<file path="src/rtl/keypad_entry_if.sv">
// ---------------------------------------------------------------------------
// keypad_entry_if
//   Bundles the keypad-entry controller's control inputs and status outputs
//   so the controller and its user connect through one port.
//
//   Signals
//     enablen     active-low entry enable
//     keypad[9:0] raw key lines, bit i = digit i (asynchronous to clk)
//     start       one-cycle request to load the entry into the cook timer
//     clear       one-cycle request to zero the entry
//     load_ack    cook timer has taken time_out
//     key_code    last accepted digit, 0..9
//     key_strobe  one-cycle pulse per accepted digit
//     time_out    {min_tens, min_ones, sec_tens, sec_ones}, BCD
//     digit_cnt   digits entered, 0..4
//     load_req    time_out is valid and held for the timer
//
//   Modports
//     slave  : the controller (drives the status outputs)
//     master : the user / timer side (drives the control inputs)
// ---------------------------------------------------------------------------
interface keypad_entry_if;
  logic        enablen;
  logic [9:0]  keypad;
  logic        start;
  logic        clear;
  logic        load_ack;
  logic [3:0]  key_code;
  logic        key_strobe;
  logic [15:0] time_out;
  logic [2:0]  digit_cnt;
  logic        load_req;

  modport slave (
    input  enablen,
    input  keypad,
    input  start,
    input  clear,
    input  load_ack,
    output key_code,
    output key_strobe,
    output time_out,
    output digit_cnt,
    output load_req
  );

  modport master (
    output enablen,
    output keypad,
    output start,
    output clear,
    output load_ack,
    input  key_code,
    input  key_strobe,
    input  time_out,
    input  digit_cnt,
    input  load_req
  );
endinterface

</file>
<file path="src/rtl/keypad_entry_ctrl.sv">
// ---------------------------------------------------------------------------
// keypad_entry_ctrl
//   Microwave time-entry front end for a 10-key keypad.
//     - two-flop synchroniser on the raw key lines
//     - priority encoder (highest pressed digit wins)
//     - debounce FSM: DEBOUNCE_CYCLES stable samples for press and release
//     - one key_strobe per accepted press
//     - 4-digit BCD MM:SS shift-in entry register
//     - req/ack load handshake towards the cook timer
//
//   Parameters
//     DEBOUNCE_CYCLES  stable cycles for press and release (2..255)
//
//   Ports
//     clk     system clock, rising edge
//     resetn  asynchronous active-low reset
//     bus     keypad_entry_if.slave (see interface file for signal list)
//
//   Build option
//     KEYPAD_SEC_CLAMP_EN  when defined, a seconds-tens digit above 5 is
//                          replaced by 5,9 in the seconds field at the moment
//                          the entry is handed to the timer.
// ---------------------------------------------------------------------------
module keypad_entry_ctrl #(
  parameter int DEBOUNCE_CYCLES = 4
) (
  input  logic           clk,
  input  logic           resetn,
  keypad_entry_if.slave  bus
);

  typedef enum logic [1:0] {
    ST_IDLE     = 2'd0,
    ST_DEBOUNCE = 2'd1,
    ST_PRESSED  = 2'd2,
    ST_RELEASE  = 2'd3
  } state_t;

  localparam logic [7:0] CNT_LAST = 8'(DEBOUNCE_CYCLES - 1);

  // -------------------------------------------------------------------------
  // Synchroniser: two flops per key line
  // -------------------------------------------------------------------------
  logic [9:0] sync1_reg;
  logic [9:0] sync2_reg;

  genvar gi;
  generate
    for (gi = 0; gi < 10; gi++) begin : g_sync
      always_ff @(posedge clk or negedge resetn) begin
        if (!resetn) begin
          sync1_reg[gi] <= 1'b0;
          sync2_reg[gi] <= 1'b0;
        end else begin
          sync1_reg[gi] <= bus.keypad[gi];
          sync2_reg[gi] <= sync1_reg[gi];
        end
      end
    end
  endgenerate

  // -------------------------------------------------------------------------
  // Priority encoder: ascending scan, so the highest set bit is kept
  // -------------------------------------------------------------------------
  logic [3:0] code;
  logic       any_key;

  always_comb begin
    code = 4'd0;
    for (int i = 0; i < 10; i++) begin
      if (sync2_reg[i]) code = 4'(i);
    end
  end

  assign any_key = |sync2_reg;

  // -------------------------------------------------------------------------
  // Debounce FSM
  // -------------------------------------------------------------------------
  state_t     state_reg, state_next;
  logic [7:0] cnt_reg, cnt_next;
  logic [3:0] cand_reg, cand_next;

  // State register
  always_ff @(posedge clk or negedge resetn) begin
    if (!resetn) begin
      state_reg <= ST_IDLE;
      cnt_reg   <= 8'd0;
      cand_reg  <= 4'd0;
    end else begin
      state_reg <= state_next;
      cnt_reg   <= cnt_next;
      cand_reg  <= cand_next;
    end
  end

  // Next-state logic
  always_comb begin
    state_next = state_reg;
    cnt_next   = cnt_reg;
    cand_next  = cand_reg;
    if (bus.enablen) begin
      state_next = ST_IDLE;
      cnt_next   = 8'd0;
    end else begin
      case (state_reg)
        ST_IDLE: begin
          if (any_key) begin
            state_next = ST_DEBOUNCE;
            cnt_next   = 8'd1;
            cand_next  = code;
          end
        end
        ST_DEBOUNCE: begin
          if (!any_key) begin
            state_next = ST_IDLE;
            cnt_next   = 8'd0;
          end else if (code != cand_reg) begin
            // A different key restarts the stability window on that key.
            cand_next = code;
            cnt_next  = 8'd1;
          end else if (cnt_reg == CNT_LAST) begin
            state_next = ST_PRESSED;
          end else begin
            cnt_next = cnt_reg + 8'd1;
          end
        end
        ST_PRESSED: begin
          state_next = ST_RELEASE;
          cnt_next   = 8'd0;
        end
        ST_RELEASE: begin
          if (any_key) begin
            cnt_next = 8'd0;
          end else if (cnt_reg == CNT_LAST) begin
            state_next = ST_IDLE;
            cnt_next   = 8'd0;
          end else begin
            cnt_next = cnt_reg + 8'd1;
          end
        end
        default: begin
          state_next = ST_IDLE;
          cnt_next   = 8'd0;
        end
      endcase
    end
  end

  // Output logic: the press is accepted on the edge that enters PRESSED,
  // which puts the registered strobe high exactly during the PRESSED cycle.
  logic accept;
  logic take_digit;
  logic strobe_next;
  logic load_req_reg;

  always_comb begin
    accept      = (state_reg == ST_DEBOUNCE) && (state_next == ST_PRESSED);
    take_digit  = accept && !load_req_reg;
    strobe_next = take_digit;
  end

  // -------------------------------------------------------------------------
  // Entry register and load handshake
  // -------------------------------------------------------------------------
  logic [15:0] time_out_reg;
  logic [2:0]  digit_cnt_reg;
  logic [3:0]  key_code_reg;
  logic        key_strobe_reg;
  logic [15:0] load_value;

`ifdef KEYPAD_SEC_CLAMP_EN
  // Seconds tens above 5 is not a valid time; saturate the seconds field.
  assign load_value = (time_out_reg[7:4] > 4'd5) ? {time_out_reg[15:8], 8'h59}
                                                 : time_out_reg;
`else
  assign load_value = time_out_reg;
`endif

  // Priority while not loading: clear, then start, then digit shift-in.
  // key_code and the strobe follow any accepted press even when a clear or
  // start on the same edge keeps the digit out of the entry.
  always_ff @(posedge clk or negedge resetn) begin
    if (!resetn) begin
      time_out_reg   <= 16'd0;
      digit_cnt_reg  <= 3'd0;
      key_code_reg   <= 4'd0;
      key_strobe_reg <= 1'b0;
      load_req_reg   <= 1'b0;
    end else begin
      key_strobe_reg <= strobe_next;
      if (take_digit) begin
        key_code_reg <= cand_reg;
      end
      if (load_req_reg) begin
        // Entry is frozen; only the timer's acknowledge can release it.
        if (bus.load_ack) begin
          load_req_reg  <= 1'b0;
          time_out_reg  <= 16'd0;
          digit_cnt_reg <= 3'd0;
        end
      end else if (!bus.enablen) begin
        if (bus.clear) begin
          time_out_reg  <= 16'd0;
          digit_cnt_reg <= 3'd0;
        end else if (bus.start && (digit_cnt_reg != 3'd0)) begin
          load_req_reg <= 1'b1;
          time_out_reg <= load_value;
        end else if (take_digit && (digit_cnt_reg < 3'd4)) begin
          time_out_reg  <= {time_out_reg[11:0], cand_reg};
          digit_cnt_reg <= digit_cnt_reg + 3'd1;
        end
      end
    end
  end

  assign bus.key_code   = key_code_reg;
  assign bus.key_strobe = key_strobe_reg;
  assign bus.time_out   = time_out_reg;
  assign bus.digit_cnt  = digit_cnt_reg;
  assign bus.load_req   = load_req_reg;

endmodule

</file>
<file path="src/flat_wrapper.sv">
// flat-port wrapper written by rule: the top's interface ports become plain ports
module keypad_entry_ctrl_flat 
#(
  parameter int DEBOUNCE_CYCLES = 4
)
  (clk, resetn, bus_enablen, bus_keypad, bus_start, bus_clear, bus_load_ack, bus_key_code, bus_key_strobe, bus_time_out, bus_digit_cnt, bus_load_req);
  keypad_entry_if bus_i ();
  input  logic clk;
  input  logic resetn;
  input wire logic [$bits(bus_i.enablen)-1:0] bus_enablen;
  input wire logic [$bits(bus_i.keypad)-1:0] bus_keypad;
  input wire logic [$bits(bus_i.start)-1:0] bus_start;
  input wire logic [$bits(bus_i.clear)-1:0] bus_clear;
  input wire logic [$bits(bus_i.load_ack)-1:0] bus_load_ack;
  output wire logic [$bits(bus_i.key_code)-1:0] bus_key_code;
  output wire logic [$bits(bus_i.key_strobe)-1:0] bus_key_strobe;
  output wire logic [$bits(bus_i.time_out)-1:0] bus_time_out;
  output wire logic [$bits(bus_i.digit_cnt)-1:0] bus_digit_cnt;
  output wire logic [$bits(bus_i.load_req)-1:0] bus_load_req;
  assign bus_i.enablen = bus_enablen;
  assign bus_i.keypad = bus_keypad;
  assign bus_i.start = bus_start;
  assign bus_i.clear = bus_clear;
  assign bus_i.load_ack = bus_load_ack;
  assign bus_key_code = bus_i.key_code;
  assign bus_key_strobe = bus_i.key_strobe;
  assign bus_time_out = bus_i.time_out;
  assign bus_digit_cnt = bus_i.digit_cnt;
  assign bus_load_req = bus_i.load_req;
  keypad_entry_ctrl #(.DEBOUNCE_CYCLES(DEBOUNCE_CYCLES)) u_core (.clk(clk), .resetn(resetn), .bus(bus_i));
endmodule
</file>
<file path="config.mk">
export PLATFORM = sky130hd
export DESIGN_NAME = keypad_entry_ctrl_flat
export DESIGN_NICKNAME = d
export VERILOG_FILES = /design/src/rtl/keypad_entry_if.sv /design/src/rtl/keypad_entry_ctrl.sv /design/src/flat_wrapper.sv
export SDC_FILE = /design/constraint.sdc
export NUM_CORES = 1
export LEC_CHECK = 0
export ABC_AREA = 1
export CAP_MARGIN = 30
export CORE_UTILIZATION = 29
export DETAILED_ROUTE_END_ITERATION = 8
export PLACE_DENSITY = 0.5
export SKIP_CTS_REPAIR_TIMING = 1
export SLEW_MARGIN = 20
export SYNTH_ARGS = -nofsm -noshare
export SYNTH_HDL_FRONTEND = slang
export SYNTH_SLANG_ARGS = --single-unit
</file>
<file path="constraint.sdc">
create_clock -name clk -period 2.3 [get_ports clk]
set_input_delay 0.46 -clock clk [delete_from_list [all_inputs] [get_ports clk]]
set_output_delay 0.46 -clock clk [all_outputs]
set_load 0.005 [all_outputs]
</file>
---- Yosys cells after proc, flatten, opt, wreduce, memory -nomap -nowiden ----
Cells that the tools add are included.
Widths: inputs -> output; s select.
word-level totals
  output and inout port bits .............. 25
  word-level logic and storage cells ...... 105
  flip-flop bits (word level) ............. 59
  input bits .............................. 16
cells by class
  bitwise operators ....................... 1
  reductions and logical operators ........ 13
  eq/ne operators ......................... 14
  $lt $le $gt $ge ......................... 1
  muxes and demuxes ....................... 46
  add/subtract/negate cells ............... 2
operators with widths
  kind                 count
  $mux 16              6
  $mux 8               7
  $pmux 8 s4           1
  $mux 3               10
  $mux 4               5
  $mux 2               9
  $reduce_or 10->1     1
  $add 8x1->8 const B  1
  $eq 8x2->1 const B   1
  $ne 2x1->1 const B   4
  $pmux 2 s4           1
  $pmux 4 s2           1
  $eq 2x2->1 const B   3
  $mux 1               6
  $ne 3x2->1 const B   2
  $reduce_bool 3->1    2
  $ne 5x5->1 const B   1
  $reduce_and 5->1     1
  $logic_and 1x1->1    4
  $ne 4x4->1           1
  $reduce_and 4->1     1
  $add 3x1->3 const B  1
  $lt 3x3->1 const B   1
  $eq 2x1->1 const B   1
  6 further kinds      6

---- Depth between registers and ports, before layout ----
  word-level depth ........................ 23
  gate-level depth with buffers ........... 20
  depth with buffers taken out ............ 19

---- Worst setup path before layout ----
OpenSTA, ideal clock, no wires.
  kind .................................... reg-to-reg
  start point ............................. register u_core.sync2_reg[9]
  end point ............................... register u_core.digit_cnt_reg[0] (netlist: u_core.bus.digit_cnt[0])
  arrival ................................. 1.895 ns
  slack ................................... 0.288 ns
  required time ........................... 2.183 ns
  setup time .............................. 0.117 ns
  clock period less this slack ............ 2.012 ns
  buffers on the path ..................... 1
  stages on the path, launching flop included .. 18
  path through ............................ dfrtp_1 > nor2_4 > inv_2 > nor3_2 > nand3_1 > nor2_2 > inv_2 > nor2_2 > nand2_1 > nand2_1 > nand2_1 > nand2_2 > nand4_1 > nand2_1 > nand2_2 > buf_6 > nand2_1 > nand2_1
on the way
  longest elaborated chain between the ends .. 12
  elaborated cells on any way between the ends .. 15
  those cells by class .................... 2 x eq/ne; 7 x mux; 6 x reduce/logical
ends and longest elaborated chain
  item                                  line                      RTL
  start: declaration                    keypad_entry_ctrl.sv:45   logic [9:0] sync2_reg;
  start signal: indexed assignment      keypad_entry_ctrl.sv:56   sync2_reg[gi] <= sync1_reg[gi];
  $mux 4                                keypad_entry_ctrl.sv:71   if (sync2_reg[i]) code = 4'(i);
  $ne 4x4->1                            keypad_entry_ctrl.sv:118  end else if (code != cand_reg) begin
  $mux 2                                keypad_entry_ctrl.sv:118
  $mux 2                                keypad_entry_ctrl.sv:115  if (!any_key) begin
  $pmux 2 s4 *                          keypad_entry_ctrl.sv:106  case (state_reg)
  $mux 2 *                              keypad_entry_ctrl.sv:102  if (bus.enablen) begin
  $eq 2x2->1 *                          keypad_entry_ctrl.sv:158  accept = (state_reg == ST_DEBOUNCE) && (state_next == ST_PRESSED);
  $logic_and 1x1->1 *                   keypad_entry_ctrl.sv:158
  $logic_and 1x1->1 *                   keypad_entry_ctrl.sv:159  take_digit = accept && !load_req_reg;
  $logic_and 1x1->1 *                   keypad_entry_ctrl.sv:209  end else if (take_digit && (digit_cnt_reg < 3'd4)) begin
  $reduce_bool 3->1 (no source line) *  n/a
  $reduce_and 4->1 (no source line) *   n/a
  end signal: assignment                keypad_entry_ctrl.sv:211  digit_cnt_reg <= digit_cnt_reg + 3'd1;
  end: declaration                      keypad_entry_ctrl.sv:167  logic [2:0] digit_cnt_reg;
Mark *: on every way between the ends. The rest lies on a longest branch, timed or not.
A chain may end at the register's enable or synchronous reset.

---- Worst setup path in the final report ----
  start point ............................. register u_core.cnt_reg[0]
  end point ............................... register u_core.time_out_reg[11] (netlist: u_core.bus.time_out[11])
on the way
  longest elaborated chain between the ends .. 12
  elaborated cells on any way between the ends .. 14
  those cells by class .................... 2 x eq/ne; 7 x mux; 5 x reduce/logical
ends and longest elaborated chain
  item                                  line                                                RTL
  start: declaration                    keypad_entry_ctrl.sv:81                             logic [7:0] cnt_reg, cnt_next;
  start signal: assignment              keypad_entry_ctrl.sv:92                             cnt_reg <= cnt_next;
  $eq 8x2->1 *                          keypad_entry_ctrl.sv:122, keypad_entry_ctrl.sv:135
  $mux 2                                keypad_entry_ctrl.sv:122                            end else if (cnt_reg == CNT_LAST) begin
  $mux 2                                keypad_entry_ctrl.sv:118
  $mux 2                                keypad_entry_ctrl.sv:115
  $pmux 2 s4 *                          keypad_entry_ctrl.sv:106
  $mux 2 *                              keypad_entry_ctrl.sv:102
  $eq 2x2->1 *                          keypad_entry_ctrl.sv:158
  $logic_and 1x1->1 *                   keypad_entry_ctrl.sv:158
  $logic_and 1x1->1 *                   keypad_entry_ctrl.sv:159
  $logic_and 1x1->1 *                   keypad_entry_ctrl.sv:209
  $reduce_bool 3->1 (no source line) *  n/a
  $reduce_and 4->1 (no source line) *   n/a
  end signal: assignment                keypad_entry_ctrl.sv:208                            time_out_reg <= load_value;
  end signal: assignment                keypad_entry_ctrl.sv:210                            time_out_reg <= {time_out_reg[11:0], cand_reg};
  end: declaration                      keypad_entry_ctrl.sv:166                            logic [15:0] time_out_reg;
Marked as above.

==> metrics.yaml <==
met1_usage: 0.158
ys.warnings.count: 0
syn-cell-area_um2: 2670
routed_wirelength_um: 5580
relSlewSlack: 0.521
rsz0062_at_grt: "yes"
gp_congestion: 0.851
dp_hpwl_um: 3690
htreeDepth: 3
post-route-period-util: 0.946
areaGrowthSynthToFinish_pct: 33.3
synth_top_family_by_area: "simple AND/OR/NAND/NOR gates"
gr-usage-all-layers: 0.122
gr-usage-met3: 0.0351
clk_pin_slew_ps: 70
ys_top_cells_by_area: "dfrtp_1, nand2_1, inv_1"
largest_reg_flops: 16
wl_per_cell_um: 11.5
final_cell_mix: "nand2_1, dfrtp_1, inv_1"
num_vias: 2102
gr-max-usage-layer: "met2"
fin_skew_ps: 7.97
path_class: "flop to flop"
num-nets-final: 391
core_area_um2: 8810
dp.cells: 463
synth-async-reset-ratio: 1.00
synthFlopType: "dfrtp_1"
power_leakage_nw: 1.70
fmaxAchievable_mhz: 459
hold_viol_final: 0
first_pass_iters: 6
synth_compound_area_frac: 0.0582
ys_seq_area_frac: 0.554
die_h_um: 97.9
fin_util: 0.404
final-setup-viol-count: 0
grt_remaining_overflow: 0
slew_viol_final: 0
end_kind: "flop"
path_max_fanout: 9
ys_ff_latch: 59
setup_ws_ps: 124
violations: "DRC"
p_total_w: 0.00306
critPathLaunchType: "flop"
worst_skew_pair.late_latency_ps: 330
antenna_found_initial: 0
arrival_ps: 2400
io_buffers: 40
postRouteAntennaNets: 0
yosys.area.top_type: "dfrtp_1"
n_fill_cell: 886
synthXorXnorAreaFrac: 0.0164
period_needed_ps: 2180
clk_path_buf_depth: 2
mostFrequentLayoutCell: "nand2_1"
final_cells: 485
netlist_instances: 314
drive_gt1_frac: 0.146
rows: 34
required_ps: 2530
cts_tree: "built"
dp_slack_ps: 32.5
drt_iter0_drc: 73
viasPerCell: 4.33
synth.distinct_cells: 32
synth_top_area_frac: 0.554
diodes: 0
grt_pass1_vias: 1920
cts_root_buf: "clkbuf_8"
synth_nets: 333
maxCapViolCount: 0
status: "finished with violations"
synth_adder_area_share: 0.0141
ios: 41
grt_pass1_wl_um: 9090
grt_start_max_net_pins: 36
use_met2: 0.186
ir_drop_v: 0.000695
synth_edf_count: 0
cts.sinks: 59
tightest_slew_ps: 719
yosys.area_share.simple: 0.264
synth.avg_cell_area_um2: 8.49
powerDensity_nw_per_um2: 862
hold_path.class: "input port to async pin"
die_w_um: 97.9
cts_buffers: 9
dieArea_um2: 9580
start_util: 0.303
synth_mux_area_frac: 0
drc_errors: 2
[cell type report]
class                      count  area, µm²  area share
tap                          108        135      0.0380
clock inverter                 7       91.3      0.0257
clock buffer                   9        124      0.0349
inverter                      54        203      0.0570
timing repair buffer          52        532       0.150
sequential                    59       1480       0.415
multi-input combinational    196        992       0.279
[cells by family after synthesis]
family	after synthesis
and+or+nand+nor	160
adders and majority gates	3
buffers and inverters	60
xor gates and xnor gates	5
DFF	59
AOI/OAI and AO/OA	27
[where the power goes]
| part | switching (W) | internal [W] | total, W | leakage (nW) |
|---|---|---|---|---|
| combinational | 0.000378 | 0.000378 | 0.000756 | 0.833 |
| clock | 0.000417 | 0.000607 | 0.00102 | 0.109 |
| sequential | 0.000109 | 0.00117 | 0.00128 | 0.756 |
[critical path: stages (launching register included)]
cell	delay (ps)
dfrtp_1	390
ha_1	220
inv_2	40
nor4_2	280
buf_4	180
nand2_1	50
nand2_1	120
nand2_1	80
nand2_2	90
nand4_1	140
nand2_4	200
nand2_4	130
nand2_1	100
nand2_1	50
[Yosys cell counts, types with 2 or more instances]
cell / number
nand2_1: 78
dfrtp_1: 59
inv_1: 46
nor2_1: 32
nand3_1: 30
o21ai_0: 10
a21oi_1: 8
inv_2: 7
nor3_1: 4
xor2_1: 4
buf_6: 3
ha_1: 3
nand4_1: 3
nor2_2: 3
o21ai_1: 3
o22ai_1: 3
clkbuf_1: 2
nand2_2: 2
[per-layer routing]
| layer | share of wire | vias to the layer above |
|---|---|---|
| met5 | 0 | - |
| met4 | 0.014 | 0 |
| met3 | 0.044 | 8 |
| met2 | 0.46 | 39 |
| met1 | 0.48 | 961 |
| li1 | - | 1094 |
[metrics by stage]
stage,cell area [µm²],TNS (ps),hold WS [ps]
4_1_cts,3430,0,134
2_1_floorplan,2670,0,164
5_1_grt,3550,-2560,157
3_5_place_dp,3210,0,335
6_report,3550,0,122
3_3_place_gp,3210,0,335
[final timing paths]
path | cells after the start | from | slack [ps] | to
worst min register to register | 0 | u_core.sync1_reg[1] | 350 | u_core.sync2_reg[1]
worst max-delay path | 13 | u_core.cnt_reg[0] | 120 | u_core.bus.time_out[11]
worst max register to register | 13 | u_core.cnt_reg[0] | 120 | u_core.bus.time_out[11]
worst min-delay path | 1 | resetn | 120 | u_core.sync1_reg[6]
max in group asynchronous | 2 | resetn | 1580 | u_core.bus.time_out[14]
min in group clk | 0 | u_core.sync1_reg[1] | 350 | u_core.sync2_reg[1]
Power figures use the tool's default switching activity.
